$ cat src/rtl/izh_pkg.sv
// Shared widths, Q8.8 Izhikevich coefficients, sequencer state encoding and
// the saturating narrowing helper used by the update datapath.
package izh_pkg;

    localparam int NUMWIDTH   = 16;
    localparam int NUMNEURONS = 2;
    localparam int TAGBITS    = 1;
    localparam int PW         = 40;

    localparam int K2     = 10;
    localparam int K1     = 1280;
    localparam int K0     = 35840;
    localparam int A      = 5;
    localparam int B      = 51;
    localparam int C      = -16640;
    localparam int D      = 2048;
    localparam int V_PEAK = 7680;

    typedef logic signed [NUMWIDTH:0] word_t;
    typedef logic signed [PW-1:0]     wide_t;

    typedef enum logic [2:0] {
        ST_IDLE  = 3'd0,
        ST_READ  = 3'd1,
        ST_CALC  = 3'd2,
        ST_WRITE = 3'd3,
        ST_DONE  = 3'd4
    } state_t;

    localparam wide_t WORD_MAX = wide_t'((64'sd1 <<< NUMWIDTH) - 64'sd1);
    localparam wide_t WORD_MIN = wide_t'(-(64'sd1 <<< NUMWIDTH));

    // Clamp a wide intermediate into the signed state word range.
    function automatic word_t sat(input wide_t x);
        wide_t y;
        y = x;
        if (x > WORD_MAX) y = WORD_MAX;
        if (x < WORD_MIN) y = WORD_MIN;
        return y[NUMWIDTH:0];
    endfunction

endpackage

$ cat src/rtl/izh_datapath.sv
// One Euler step of the Izhikevich model in Q8.8, including the spike
// substitution of v and u; purely combinational.
module izh_datapath
    import izh_pkg::*;
(
    input  logic signed [NUMWIDTH:0] v_i,
    input  logic signed [NUMWIDTH:0] u_i,
    input  logic signed [NUMWIDTH:0] i_in_i,
    output logic signed [NUMWIDTH:0] vn_o,
    output logic signed [NUMWIDTH:0] un_o,
    output logic                     fire_o
);

    localparam wide_t K2_W = wide_t'(K2);
    localparam wide_t K1_W = wide_t'(K1);
    localparam wide_t K0_W = wide_t'(K0);
    localparam wide_t A_W  = wide_t'(A);
    localparam wide_t B_W  = wide_t'(B);
    localparam wide_t D_W  = wide_t'(D);
    localparam word_t C_WORD    = word_t'(C);
    localparam word_t PEAK_WORD = word_t'(V_PEAK);

    wide_t v_w, u_w, i_w;
    wide_t sq, dv, du;
    word_t vn, un, un_spk;

    assign v_w = {{(PW-NUMWIDTH-1){v_i[NUMWIDTH]}}, v_i};
    assign u_w = {{(PW-NUMWIDTH-1){u_i[NUMWIDTH]}}, u_i};
    assign i_w = {{(PW-NUMWIDTH-1){i_in_i[NUMWIDTH]}}, i_in_i};

    // Every shift is arithmetic, so fractional parts round toward minus infinity.
    assign sq = (v_w * v_w) >>> 8;
    assign dv = ((K2_W * sq) >>> 8) + ((K1_W * v_w) >>> 8) + K0_W - u_w + i_w;
    assign du = (A_W * (((B_W * v_w) >>> 8) - u_w)) >>> 8;

    assign vn     = sat(v_w + dv);
    assign un     = sat(u_w + du);
    assign un_spk = sat({{(PW-NUMWIDTH-1){un[NUMWIDTH]}}, un} + D_W);

    assign fire_o = (vn >= PEAK_WORD);
    assign vn_o   = fire_o ? C_WORD : vn;
    assign un_o   = fire_o ? un_spk : un;

endmodule

$ cat src/rtl/izh_update_engine.sv
// Timestep sweep sequencer: READ/CALC/WRITE per neuron tag against the state
// register, with spike flagging on the write of a firing neuron.
module izh_update_engine
    import izh_pkg::*;
(
    input  logic                     clk,
    input  logic                     syn_reset,
    input  logic                     step,
    input  logic signed [NUMWIDTH:0] i_in,
    input  logic signed [NUMWIDTH:0] sr_v,
    input  logic signed [NUMWIDTH:0] sr_u,
    output logic                     sr_read,
    output logic                     sr_write,
    output logic [TAGBITS-1:0]       sr_tag,
    output logic signed [NUMWIDTH:0] sr_v_new,
    output logic signed [NUMWIDTH:0] sr_u_new,
    output logic                     busy,
    output logic                     done,
    output logic                     spike,
    output logic [TAGBITS-1:0]       spike_tag
);

    localparam logic [TAGBITS-1:0] LAST_TAG = TAGBITS'(NUMNEURONS - 1);

    state_t             state_q, state_d;
    logic [TAGBITS-1:0] cnt_q, cnt_d;
    word_t              v_new_q, u_new_q;
    logic               fire_q;

    word_t vn, un;
    logic  fire;

    izh_datapath u_datapath (
        .v_i    (sr_v),
        .u_i    (sr_u),
        .i_in_i (i_in),
        .vn_o   (vn),
        .un_o   (un),
        .fire_o (fire)
    );

    always_comb begin
        state_d = state_q;
        cnt_d   = cnt_q;
        case (state_q)
            ST_IDLE: begin
                if (step) begin
                    cnt_d   = '0;
                    state_d = ST_READ;
                end
            end
            ST_READ:  state_d = ST_CALC;
            ST_CALC:  state_d = ST_WRITE;
            ST_WRITE: begin
                if (cnt_q == LAST_TAG) begin
                    state_d = ST_DONE;
                end else begin
                    cnt_d   = cnt_q + TAGBITS'(1);
                    state_d = ST_READ;
                end
            end
            ST_DONE:  state_d = ST_IDLE;
            default:  state_d = ST_IDLE;
        endcase
    end

    always_ff @(posedge clk) begin
        if (syn_reset) begin
            state_q <= ST_IDLE;
            cnt_q   <= '0;
            v_new_q <= '0;
            u_new_q <= '0;
            fire_q  <= 1'b0;
        end else begin
            state_q <= state_d;
            cnt_q   <= cnt_d;
            // Read data arrives the cycle after READ, so capture it in CALC.
            if (state_q == ST_CALC) begin
                v_new_q <= vn;
                u_new_q <= un;
                fire_q  <= fire;
            end
        end
    end

    assign sr_read   = (state_q == ST_READ);
    assign sr_write  = (state_q == ST_WRITE);
    assign sr_tag    = cnt_q;
    assign sr_v_new  = v_new_q;
    assign sr_u_new  = u_new_q;
    assign busy      = (state_q != ST_IDLE);
    assign done      = (state_q == ST_DONE);
    assign spike     = (state_q == ST_WRITE) && fire_q;
    assign spike_tag = spike ? cnt_q : '0;

endmodule

$ cat config.mk
export PLATFORM = sky130hd
export DESIGN_NAME = izh_update_engine
export DESIGN_NICKNAME = d
export VERILOG_FILES = /design/src/rtl/izh_pkg.sv /design/src/rtl/izh_datapath.sv /design/src/rtl/izh_update_engine.sv
export SDC_FILE = /design/constraint.sdc
export NUM_CORES = 1
export LEC_CHECK = 0
export CORE_MARGIN = 2
export CORE_UTILIZATION = 30
export CTS_BUF_LIST = sky130_fd_sc_hd__clkbuf_8 sky130_fd_sc_hd__clkbuf_16
export DETAILED_ROUTE_END_ITERATION = 12
export DONT_BUFFER_PORTS = 1
export GPL_TIMING_DRIVEN = 0
export SYNTH_ARGS = -nofsm -noshare
export SYNTH_HDL_FRONTEND = slang
export SYNTH_SLANG_ARGS = --single-unit
$ cat constraint.sdc
create_clock -name clk -period 21.9 [get_ports clk]
set_clock_uncertainty 0.2 [all_clocks]
set_input_delay 5.475 -clock clk [delete_from_list [all_inputs] [get_ports clk]]
set_output_delay 5.475 -clock clk [all_outputs]
set_load 0.1 [all_outputs]
==> run metrics <==
cells on worst reg2reg path 7; Critical Path Stages 61; setup violators final 0; final-report hold violation count 0; CTS Buf Count 5; io pins 95; vias in the first global route 16200; Area contributors post-synth fa_1 (33%), ha_1 (21%), inv_1 (11%); worst endpoint required time 21.93 ns; Final nets 3268; CP endpoint kind register; syn_nets 3253; Critical-path top delay cell fa_1; WP data arrival 20.79 ns; die height 271 um; DR iter-0 viols 906; WL/cell 15.2 um; H-tree depth 2; Seq/Total Area, Yosys 0.0365; Initial Util 0.304; Main synth FF type dfxtp_1; Max clock buf depth 2; synthesis-to-finish area growth 6.90%; WS Path Type in -> reg; Hold/Removal Path Class reg -> reg; Yosys top cell by area fa_1; RSZ-0062 raised after global routing false; CP max stage delay 0.54 ns; Max Fclk 48.2 MHz; total grt overflow 0; asr flop ratio synth 0; I/O Buffers 0; worst hold start fire_q; global router's overall resource usage 0.147; post-DP HPWL 46100 um; first-pass GRT wire length 86700 um; Clock Sinks 39; worst r2r src state_q[1]; register bit total from synthesis 39; Post-Route Setup TNS 0 ns; Root Buffer clkbuf_16; layout cells sized above 1 0.0313; status complete, no violations; DR DRC count 0; via-per-instance ratio 4.66; most frequent CP cell fa_1; max cap viols 0; CP Launch Type primary input; Distinct cells, synth 92; multi-input logic area 18100 um^2; average size of a mapped cell 8.63 um^2; # rows 97; CTS tree built; via count 16000; cell with the most instances after synthesis inv_1; placed insts 3420; total wire length 52100 um; Critical path origin sr_v[10]; CP delay by family, top adder cells; WHS 0.294 ns; Slew HR 0.289; Final ANT Viol Nets 0; GP Congestion 0.878; Hold Path Depth 2; Seq. cell area 781 um^2; most common library cells after synthesis inv_1 (632), ha_1 (364), fa_1 (357); Layout Cells excl Fill 3434; setup ws final 1.14 ns; Final Critical Period 20.76 ns; Syn Inst Count 2478; netlist area before placement 21400 um^2; Final period util 0.948; Antenna Cells 0; Fill cells 7395; final slew viol count 0; worst-margin pin slew 1.07 ns; clock-pin slew on the worst setup and hold paths 0.06 ns; warnings from Yosys 0; crit path max fanout 10; largest net degree at the start of global routing 22; die area 73400 um^2; drt pass-1 iters 5; Die X-Extent 271 um; worst slack at placement -0.276 ns; Post-synth EDFFs 0; Synth top area share 0.334; WP buf/inv 8; initial antenna violation count 1; core area 70300 um^2; clock latency at the later pin of the worst-skew pair 0.29 ns
## flip-flops by register name (all words and copies together), names as in the netlist
name	cells
fire_q	1
sr_u_new	17
sr_tag	1
state_q	3
sr_v_new	17
## placed cells by master (no fill, tap or decap), types with 17 or more instances in the layout
cell type / n
nand2b_1: 17
fa_1: 357
a21o_1: 34
nand2_1: 156
o21ai_0: 59
nor3_1: 29
clkbuf_1: 30
xor2_1: 50
nor2b_1: 23
ha_1: 364
and2_1: 24
nor2_1: 146
a21oi_1: 116
inv_1: 628
xnor2_1: 94
nand3_1: 29
dfxtp_1: 39
o21a_1: 20
## per-layer routing
metal,global-route usage,wire length [um],vias to the layer above
li1,-,-,7902
met1,0.203,24400,7727
met2,0.241,23800,302
met3,0.0216,2610,56
met4,0.0297,1200,2
met5,0,18,-
## path summary, 6_finish.rpt
path	slack, ns	end
worst max-delay path	1.14	sr_u_new[8]
worst max register to register	19.44	sr_u_new[8]
worst min register to register	0.29	fire_q
worst min-delay path	0.29	fire_q
## tightest hold or removal path, cell delays in order (launching register included)
cell	delay (ns)
dfxtp_1	0.33
nand2_1	0.06
a21oi_1	0.06
## through the flow
stage / util / instance area, um^2
floorplan: - / 21400
global placement: 0.321 / 22600
detailed placement: 0.322 / 22600
CTS: 0.324 / 22800
global route: 0.325 / 22900
finish: 0.325 / 22900
## cells by family after synthesis
logic type / count (synthesis) / share of synthesized area
AOI/OAI and AO/OA: 395 / 0.125
buffers and inverters: 676 / 0.120
DFF: 39 / 0.0365
and+or+nand+nor: 493 / 0.108
muxes: 5 / 0.00246
adders and majority gates: 725 / 0.549
xor gates and xnor gates: 145 / 0.0594
## cell type report
type / count / area share
Buffer: 42 / 0.00838
Clock buffer: 5 / 0.00547
Clock inverter: 3 / 0.00104
Inverter: 633 / 0.105
Multi-Input combinational cell: 1763 / 0.791
Sequential cell: 39 / 0.0342
Tap cell: 940 / 0.0515
Timing Repair Buffer: 9 / 0.00361
## what timing repair did
item,CTS,global route
endpoints found under the setup margin,10,35
setup buffers,1,6
hold buffers,0,0
gates resized for setup,3,25
cloned,0,0
hold endpoints to repair,0,0
Power is left out: the tool's default activity adds up to more than one toggle a clock period on the data nets, which glitch-free logic cannot reach.
